<file path="src/rtl/buffer_load_pingpong_array_pkg.sv">
// buffer_load_pkg: shared constants, bank-select enum and popcount helper
// for the double-buffered load array.
//   IWID_DEF / IDIM_DEF : default channel width / channel count
//   bank_sel_e          : which bank is currently published (active)
//   popcount()          : number of set bits in a word of up to 32 bits
package buffer_load_pkg;

    localparam int IWID_DEF = 8;
    localparam int IDIM_DEF = 4;

    typedef enum logic {
        BANK_A = 1'b0,
        BANK_B = 1'b1
    } bank_sel_e;

    function automatic int unsigned popcount(input logic [31:0] v);
        int unsigned c;
        c = 0;
        for (int i = 0; i < 32; i++) c += 32'(v[i]);
        return c;
    endfunction

endpackage

</file>
<file path="src/rtl/buffer_load_pingpong_array_if.sv">
// buffer_load_pingpong_array_if: load/publish bus of the ping-pong array.
//   load, iMask, iData : masked write into the shadow bank (producer -> array)
//   swap               : publish strobe (producer -> array)
//   oData, oValid      : published operand vector and its completeness flag
//   oFill              : number of shadow channels written since last publish
//   oErr               : refused-publish pulse (strict build only)
// modport master = producer side, modport slave = array side.
interface buffer_load_pingpong_array_if
    import buffer_load_pkg::*;
#(
    parameter int IWID = IWID_DEF,
    parameter int IDIM = IDIM_DEF,
    parameter int CWID = $clog2(IDIM + 1)
);
    logic                 load;
    logic [IDIM-1:0]      iMask;
    logic [IWID-1:0]      iData [IDIM-1:0];
    logic                 swap;
    logic [IWID-1:0]      oData [IDIM-1:0];
    logic                 oValid;
    logic [CWID-1:0]      oFill;
    logic                 oErr;

    modport master (
        output load, iMask, iData, swap,
        input  oData, oValid, oFill, oErr
    );

    modport slave (
        input  load, iMask, iData, swap,
        output oData, oValid, oFill, oErr
    );
endinterface

</file>
<file path="src/rtl/buffer_load_pingpong_array_bank.sv">
// buffer_load_bank: IDIM x IWID register bank with per-channel write enable.
//   clk, rst_n : clock, asynchronous active-low reset (clears every channel)
//   i_we       : per-channel write enable (already qualified by the caller)
//   i_data     : per-channel write data
//   o_data     : registered bank contents
module buffer_load_bank #(
    parameter int IWID = 8,
    parameter int IDIM = 4
) (
    input  logic            clk,
    input  logic            rst_n,
    input  logic [IDIM-1:0] i_we,
    input  logic [IWID-1:0] i_data [IDIM-1:0],
    output logic [IWID-1:0] o_data [IDIM-1:0]
);
    logic [IWID-1:0] r_mem [IDIM-1:0];

    for (genvar g = 0; g < IDIM; g++) begin : g_ch
        always_ff @(posedge clk or negedge rst_n) begin
            if (!rst_n)         r_mem[g] <= '0;
            else if (i_we[g])   r_mem[g] <= i_data[g];
        end
        assign o_data[g] = r_mem[g];
    end
endmodule

</file>
<file path="src/rtl/buffer_load_pingpong_array.sv">
// buffer_load_pingpong_array: double-buffered, per-channel-masked load array.
// A producer fills the shadow bank channel by channel; a swap strobe publishes
// it atomically on oData while the old active bank becomes the new shadow.
//   clk, rst_n : clock, asynchronous active-low reset
//   bus        : buffer_load_pingpong_array_if.slave (load/iMask/iData/swap in,
//                oData/oValid/oFill/oErr out)
// Build option: BUFFER_LOAD_STRICT_SWAP_EN -- refuse a swap unless every
// channel of the shadow bank (including this cycle's write) has been written;
// a refused swap pulses oErr. Without it every swap is accepted, oErr is 0.
module buffer_load_pingpong_array
    import buffer_load_pkg::*;
#(
    parameter int IWID = IWID_DEF,
    parameter int IDIM = IDIM_DEF
) (
    input  logic clk,
    input  logic rst_n,
    buffer_load_pingpong_array_if.slave bus
);
    localparam int CWID = $clog2(IDIM + 1);

    bank_sel_e       r_act;
    logic [IDIM-1:0] r_wrFlag;
    logic            r_valid;
    logic [CWID-1:0] r_fill;

    logic [IDIM-1:0] w_wr;
    logic [IDIM-1:0] w_eff;
    logic [IDIM-1:0] w_flagNxt;
    logic [IDIM-1:0] w_weA;
    logic [IDIM-1:0] w_weB;
    logic            w_accept;
    logic [IWID-1:0] w_bankA [IDIM-1:0];
    logic [IWID-1:0] w_bankB [IDIM-1:0];

    assign w_wr  = bus.load ? bus.iMask : '0;
    // A write in the swap cycle lands in the outgoing bank, so it counts.
    assign w_eff = r_wrFlag | w_wr;

`ifdef BUFFER_LOAD_STRICT_SWAP_EN
    assign w_accept = bus.swap & (&w_eff);
`else
    assign w_accept = bus.swap;
`endif

    // Writes always target the shadow bank, even on a refused swap.
    assign w_weA = (r_act == BANK_B) ? w_wr : '0;
    assign w_weB = (r_act == BANK_A) ? w_wr : '0;

    // After an accepted swap the new shadow bank is untouched, so the flags
    // (and oFill) restart from zero even when the swap carried a write.
    assign w_flagNxt = w_accept ? '0 : w_eff;

    buffer_load_bank #(.IWID(IWID), .IDIM(IDIM)) u_bank_a (
        .clk    (clk),
        .rst_n  (rst_n),
        .i_we   (w_weA),
        .i_data (bus.iData),
        .o_data (w_bankA)
    );

    buffer_load_bank #(.IWID(IWID), .IDIM(IDIM)) u_bank_b (
        .clk    (clk),
        .rst_n  (rst_n),
        .i_we   (w_weB),
        .i_data (bus.iData),
        .o_data (w_bankB)
    );

    always_ff @(posedge clk or negedge rst_n) begin
        if (!rst_n) begin
            r_act    <= BANK_A;
            r_wrFlag <= '0;
            r_valid  <= 1'b0;
            r_fill   <= '0;
        end else begin
            r_wrFlag <= w_flagNxt;
            r_fill   <= CWID'(popcount(32'(w_flagNxt)));
            if (w_accept) begin
                r_act   <= (r_act == BANK_A) ? BANK_B : BANK_A;
                r_valid <= &w_eff;
            end
        end
    end

`ifdef BUFFER_LOAD_STRICT_SWAP_EN
    logic r_err;
    always_ff @(posedge clk or negedge rst_n) begin
        if (!rst_n) r_err <= 1'b0;
        else        r_err <= bus.swap & ~w_accept;
    end
    assign bus.oErr = r_err;
`else
    assign bus.oErr = 1'b0;
`endif

    // Output is a pure mux of registered state: no input-to-oData path.
    for (genvar g = 0; g < IDIM; g++) begin : g_out
        assign bus.oData[g] = (r_act == BANK_A) ? w_bankA[g] : w_bankB[g];
    end

    assign bus.oValid = r_valid;
    assign bus.oFill  = r_fill;
endmodule

</file>
<file path="src/flat_wrapper.sv">
// flat-port wrapper written by rule: the top's interface ports become plain ports
module buffer_load_pingpong_array_flat import buffer_load_pkg::*;
#(
    parameter int IWID = IWID_DEF,
    parameter int IDIM = IDIM_DEF
)
  (clk, rst_n, bus_load, bus_iMask, bus_iData, bus_swap, bus_oData, bus_oValid, bus_oFill, bus_oErr);
  buffer_load_pingpong_array_if #(.IWID(IWID), .IDIM(IDIM)) bus_i ();
  input  logic clk;
  input  logic rst_n;
  input wire logic [$bits(bus_i.load)-1:0] bus_load;
  input wire logic [$bits(bus_i.iMask)-1:0] bus_iMask;
  input wire logic [$bits(bus_i.iData)-1:0] bus_iData;
  input wire logic [$bits(bus_i.swap)-1:0] bus_swap;
  output wire logic [$bits(bus_i.oData)-1:0] bus_oData;
  output wire logic [$bits(bus_i.oValid)-1:0] bus_oValid;
  output wire logic [$bits(bus_i.oFill)-1:0] bus_oFill;
  output wire logic [$bits(bus_i.oErr)-1:0] bus_oErr;
  assign bus_i.load = bus_load;
  assign bus_i.iMask = bus_iMask;
  assign bus_i.iData = {>>{bus_iData}};
  assign bus_i.swap = bus_swap;
  assign bus_oData = {>>{bus_i.oData}};
  assign bus_oValid = bus_i.oValid;
  assign bus_oFill = bus_i.oFill;
  assign bus_oErr = bus_i.oErr;
  buffer_load_pingpong_array #(.IWID(IWID), .IDIM(IDIM)) u_core (.clk(clk), .rst_n(rst_n), .bus(bus_i));
endmodule
</file>
<file path="config.mk">
export PLATFORM = sky130hd
export DESIGN_NAME = buffer_load_pingpong_array_flat
export DESIGN_NICKNAME = d
export VERILOG_FILES = /design/src/rtl/buffer_load_pingpong_array_pkg.sv /design/src/rtl/buffer_load_pingpong_array_if.sv /design/src/rtl/buffer_load_pingpong_array_bank.sv /design/src/rtl/buffer_load_pingpong_array.sv /design/src/flat_wrapper.sv
export SDC_FILE = /design/constraint.sdc
export NUM_CORES = 1
export LEC_CHECK = 0
export ABC_AREA = 0
export BUFFER_PORTS_ARGS = -buffer_cell sky130_fd_sc_hd__buf_2
export CORE_ASPECT_RATIO = 1.5
export CORE_MARGIN = 1.5
export CORE_UTILIZATION = 53
export DETAILED_ROUTE_END_ITERATION = 16
export PLACE_DENSITY = 0.82
export SYNTH_ARGS = -nofsm -noshare
export SYNTH_HDL_FRONTEND = slang
export SYNTH_SLANG_ARGS = --single-unit
</file>
<file path="constraint.sdc">
create_clock -name clk -period 1.8 [get_ports clk]
set_input_delay 0.18 -clock clk [delete_from_list [all_inputs] [get_ports clk]]
set_output_delay 0.18 -clock clk [all_outputs]
set_load 0.02 [all_outputs]
</file>
== Yosys cells after proc, flatten, opt, wreduce, memory -nomap -nowiden ==
Index checks and enable logic that the tools add are counted.
Storage, ports and cells
  register bits after elaboration: 73
  bits of input ports: 40
  output and inout port bits: 37
Cells by class
  add/sub/neg operators: 3
  mux-type cells: 9
  bitwise operators: 1
  reductions and logical operators: 1
Operators with widths (number)
  $mux 8: 4
  $mux 4: 4
  $add 3x1->3: 2
  $or 4x4->4: 1
  $reduce_and 4->1: 1
  $add 1x1->2: 1
  $mux 1: 1

== Longest topological paths before layout ==
  depth in word-level cells: 6
  gate-level depth with buffers: 6
  mapped depth without buffers: 5

== Hierarchy ==
A second synthesis with hierarchy kept.
Unflattened totals
  cells, all modules: 210
  area, all modules: 3483.3 um2
Modules (own cells, without submodules)
  buffer_load_bank: times used 2, cells each 68, area an instance 1326.3 um2, seq. area each 800.8 um2
  buffer_load_pingpong_array: times used 1, cells each 74, area an instance 830.8 um2, seq. area each 225.2 um2

== Least setup slack after synthesis ==
Ideal clock, no wire load.
  path type: register -> register
  start point: register u_core.r_wrFlag[0]
  end point: register u_core.r_fill[1], in the netlist u_core.bus.oFill[1]
  library setup time: 0.126 ns
  arrival: 1.461 ns
  data required time: 1.674 ns
  setup slack: 0.213 ns
  stages on the path, launching flop included: 6
  cell sequence: dfrtp_1 a21oi_1 nor2_1 ha_1 fa_1 ha_1
On the way
  longest elaborated chain between the ends: 5
RTL lines
  start: declaration: RTL line buffer_load_pingpong_array.sv:23  | logic [IDIM-1:0] r_wrFlag;
  start signal: assignment: RTL line buffer_load_pingpong_array.sv:77  | r_wrFlag <= w_flagNxt;
  $or 4x4->4: RTL line buffer_load_pingpong_array.sv:38  | assign w_eff = r_wrFlag | w_wr;
  $mux 4: RTL line buffer_load_pingpong_array.sv:52  | assign w_flagNxt = w_accept ? '0 : w_eff;
  via u_core.w_flagNxt[0]: RTL line buffer_load_pingpong_array.sv:29  | logic [IDIM-1:0] w_flagNxt;
  $add 1x1->2: RTL line buffer_load_pingpong_array_pkg.sv:19  | for (int i = 0; i < 32; i++) c += 32'(v[i]);
  $add 3x1->3 (2 in a row): RTL line buffer_load_pingpong_array_pkg.sv:19
  end signal: assignment: RTL line buffer_load_pingpong_array.sv:78  | r_fill <= CWID'(popcount(32'(w_flagNxt)));
  end: declaration: RTL line buffer_load_pingpong_array.sv:25  | logic [CWID-1:0] r_fill;
The timed path passes the listed nets, and every way through them passes these cells.
A chain may end at the register's enable or synchronous reset.

== Worst setup path after layout ==
Ends and elaborated chain as after synthesis.

==> qor.csv <==
metric,value,unit
outcome,completed,
avgSynthCellArea,16.27,um^2
area_growth,21.72,%
crit_path_max_incr_delay,0.36,ns
clkPwrFrac,0.174,
p_seq_frac,0.370,
switching_share,0.3457,
ys_seq_area_frac,0.5644,
dieArea,6595,um^2
synth-seq-cells,73,
drc,0,
setup_tns,0,ns
via_per_inst,5.262,
finClkSkew,0.005485,ns
htree_levels,3,
critPathMaxFanout,2,
netlist_top_cells_count,"75 x mux2_2, 73 x dfrtp_1, 22 x mux2_4",
rsz0062_at_grt,no,
critical_path_class,flip-flop to flip-flop,
finalSetupViolCount,0,
synth_top_area_share,0.5644,
arrival,1.91,ns
end_kind,flip-flop,
cp_top_family,adder cells,
avgRoutedWirePerCell,16.21,um
finalWeightedCongestion,0.7140,
start_util,0.5554,
cts_resized,0,
drt_wl_total,5.868,mm
p_int,4.892,mW
async_flop_share,1.000,
synth_cells,199,
crit_path_start_kind,flip-flop,
p_leak,1.939,nW
drive_gt1_frac,0.7000,
synth-main-ff-cell,dfrtp_1,
gr-total-overflow,0,
power_density,1897,nW/um^2
clock-sinks,73,
drt-initial-drc-count,91,
dieHeight,98.71,um
synth.most_common_cell,mux2_2,
place_ws,0.09188,ns
hp-class,input pin to flip-flop,
antenna_found_initial,0,
hpwlAfterDp,4.093,mm
boundaryPins,77,
numCtsBuffers,9,
cts_tree,done,
io_buffer_count,75,
syn-cell-area,3237,um^2
path_clk_slew,0.08,ns
cts.root.buffer_cell,clkbuf_8,
yosysUniqueCellTypes,17,
path_buf_inv,0,
ys_warn_count,0,
finalHoldViolCount,0,
fin_nets,328,
max_freq,590.5,MHz
clk_path_buf_depth,2,
clock_latency,0.34,ns
path_cells,a21oi_1 > nor2_1 > ha_1 > fa_1 > ha_1,
rows,34,
fin_crit_sh,0.9409,
irDropWorstVdd,0.001166,V
netlist_top_cells_area,"dfrtp_1 56%, mux2_2 26%, mux2_4 10%",
track_usage,0.1978,
place_inst,344,
critPathSlowestCell,dfrtp_1,
grt_max_degree,74,
pwr-share-comb,0.456,
power_switching,2.584,mW
grt_pass1_wl,9.687,mm
cp_common_cell,ha_1,
layout_min_cycle_time,1.694,ns
synth_largest_area_cell,dfrtp_1,
stdcell_count,362,
fin_util,0.6760,
syn_nets,242,
n_antenna_cell,0,
grt_pass1_vias,2014,
cap_violations,0,
final_antenna_net_count,0,
vias,1905,
die_x,66.81,um
synth_edf_count,0,
drv_slew,0,
fin_ws,0.1065,ns
worst-endpoint-required,2.02,ns
drt_pass1_iterations,3,
core,5828,um^2
==> final cells by class <==
class / count / area [um^2]
tap: 72 / 90.09
multi-input combinational: 120 / 1369
fill: 419 / 1888
clock buffer: 11 / 151.4
clock inverter: 5 / 53.80
sequential: 73 / 1828
timing repair buffer: 81 / 447.9
==> routing by layer <==
| layer | wire (um) | share of wire | vias to the layer above | global-route usage |
|---|---|---|---|---|
| li1 | - | - | 881 | - |
| met1 | 2468 | 0.42 | 978 | 0.2473 |
| met2 | 3062 | 0.52 | 40 | 0.3185 |
| met3 | 242 | 0.041 | 6 | 0.04452 |
| met4 | 94 | 0.016 | 0 | 0.09890 |
| met5 | 0 | 0 | - | 0 |
==> timing repair <==
action,4_1_cts,5_1_grt
hold endpoints to repair,73,0
buffers inserted,1,0
hold buffers,1,0
endpoints found under the setup margin,18,0
==> sequential cells by signal, indices dropped and copies added (netlist names) <==
| name | count |
|---|---|
| u_core.bus.oFill | 3 |
| u_core.bus.oValid | 1 |
| u_core.r_act | 1 |
| u_core.r_wrFlag | 4 |
| u_core.u_bank_a.o_data | 32 |
| u_core.u_bank_b.o_data | 32 |
==> final timing paths <==
| path | endpoint | slack (ns) | cells after the start | start |
|---|---|---|---|---|
| worst max-delay path | u_core.bus.oFill[1] | 0.11 | 5 | u_core.r_wrFlag[0] |
| worst min-delay path | u_core.u_bank_b.o_data[0] | 0.08 | 2 | bus_iData[0] |
| worst max register to register | u_core.bus.oFill[1] | 0.11 | 5 | u_core.r_wrFlag[0] |
| worst min register to register | u_core.u_bank_a.o_data[0] | 0.50 | 1 | u_core.u_bank_a.o_data[0] |
| max in group asynchronous | u_core.u_bank_b.o_data[11] | 1.08 | 3 | rst_n |
| min in group asynchronous | u_core.bus.oFill[1] | 0.39 | 3 | rst_n |
==> cell families after synthesis <==
kind of cell | Yosys count | share of synthesized area
DFF | 73 | 0.5644
AOI/OAI and AO/OA | 4 | 0.006185
adders and majority gates | 3 | 0.01391
and+or+nand+nor | 14 | 0.03595
xor gates and xnor gates | 1 | 0.002706
muxes | 97 | 0.3630
other | 1 | 0.001159
buffers and inverters | 6 | 0.01275
==> worst register-to-register path, cell delays in order (launching register included) <==
cell	delay, ns
dfrtp_1	0.36
a21oi_1	0.18
nor2_1	0.09
ha_1	0.31
fa_1	0.36
ha_1	0.28
==> power groups by stage <==
| stage | clock network [mW] | registers, mW | logic, mW |
|---|---|---|---|
| finish | 1.30 | 2.76 | 3.41 |
| floorplan | 0 | 2.67 | 2.57 |
| CTS | 1.33 | 2.77 | 3.45 |
| global route | 1.41 | 2.87 | 3.64 |
| global placement | 0 | 2.79 | 3.32 |
| detailed placement | 0 | 2.83 | 3.38 |
==> cells in the final DEF, fill, tap and decap left out <==
cell type / count
mux2_4: 22
nor2_1: 4
dlygate4sd3_1: 1
dfrtp_2: 1
and2b_4: 1
clkbuf_8: 11
xor2_1: 1
ha_1: 2
clkinv_4: 1
fa_1: 1
conb_1: 1
nor4_1: 1
mux2_2: 75
clkinv_2: 3
nand3b_2: 1
buf_2: 75
buf_12: 2
buf_4: 3
dfrtp_1: 72
nand2_4: 3
nand3_2: 4
a21oi_1: 4
bufinv_16: 1
==> stage by stage <==
stage          hold WS, ns  cell area [um^2]  power (mW)
6_report           0.08220              3940       7.476
5_1_grt            0.06606              3940       7.918
4_1_cts            0.06631              3940       7.555
3_5_place_dp        0.2370              3717       6.205
3_3_place_gp        0.2342              3717       6.107
2_1_floorplan      -0.1156              3237       5.242
No activity file was read; power rests on OpenSTA's default activity.
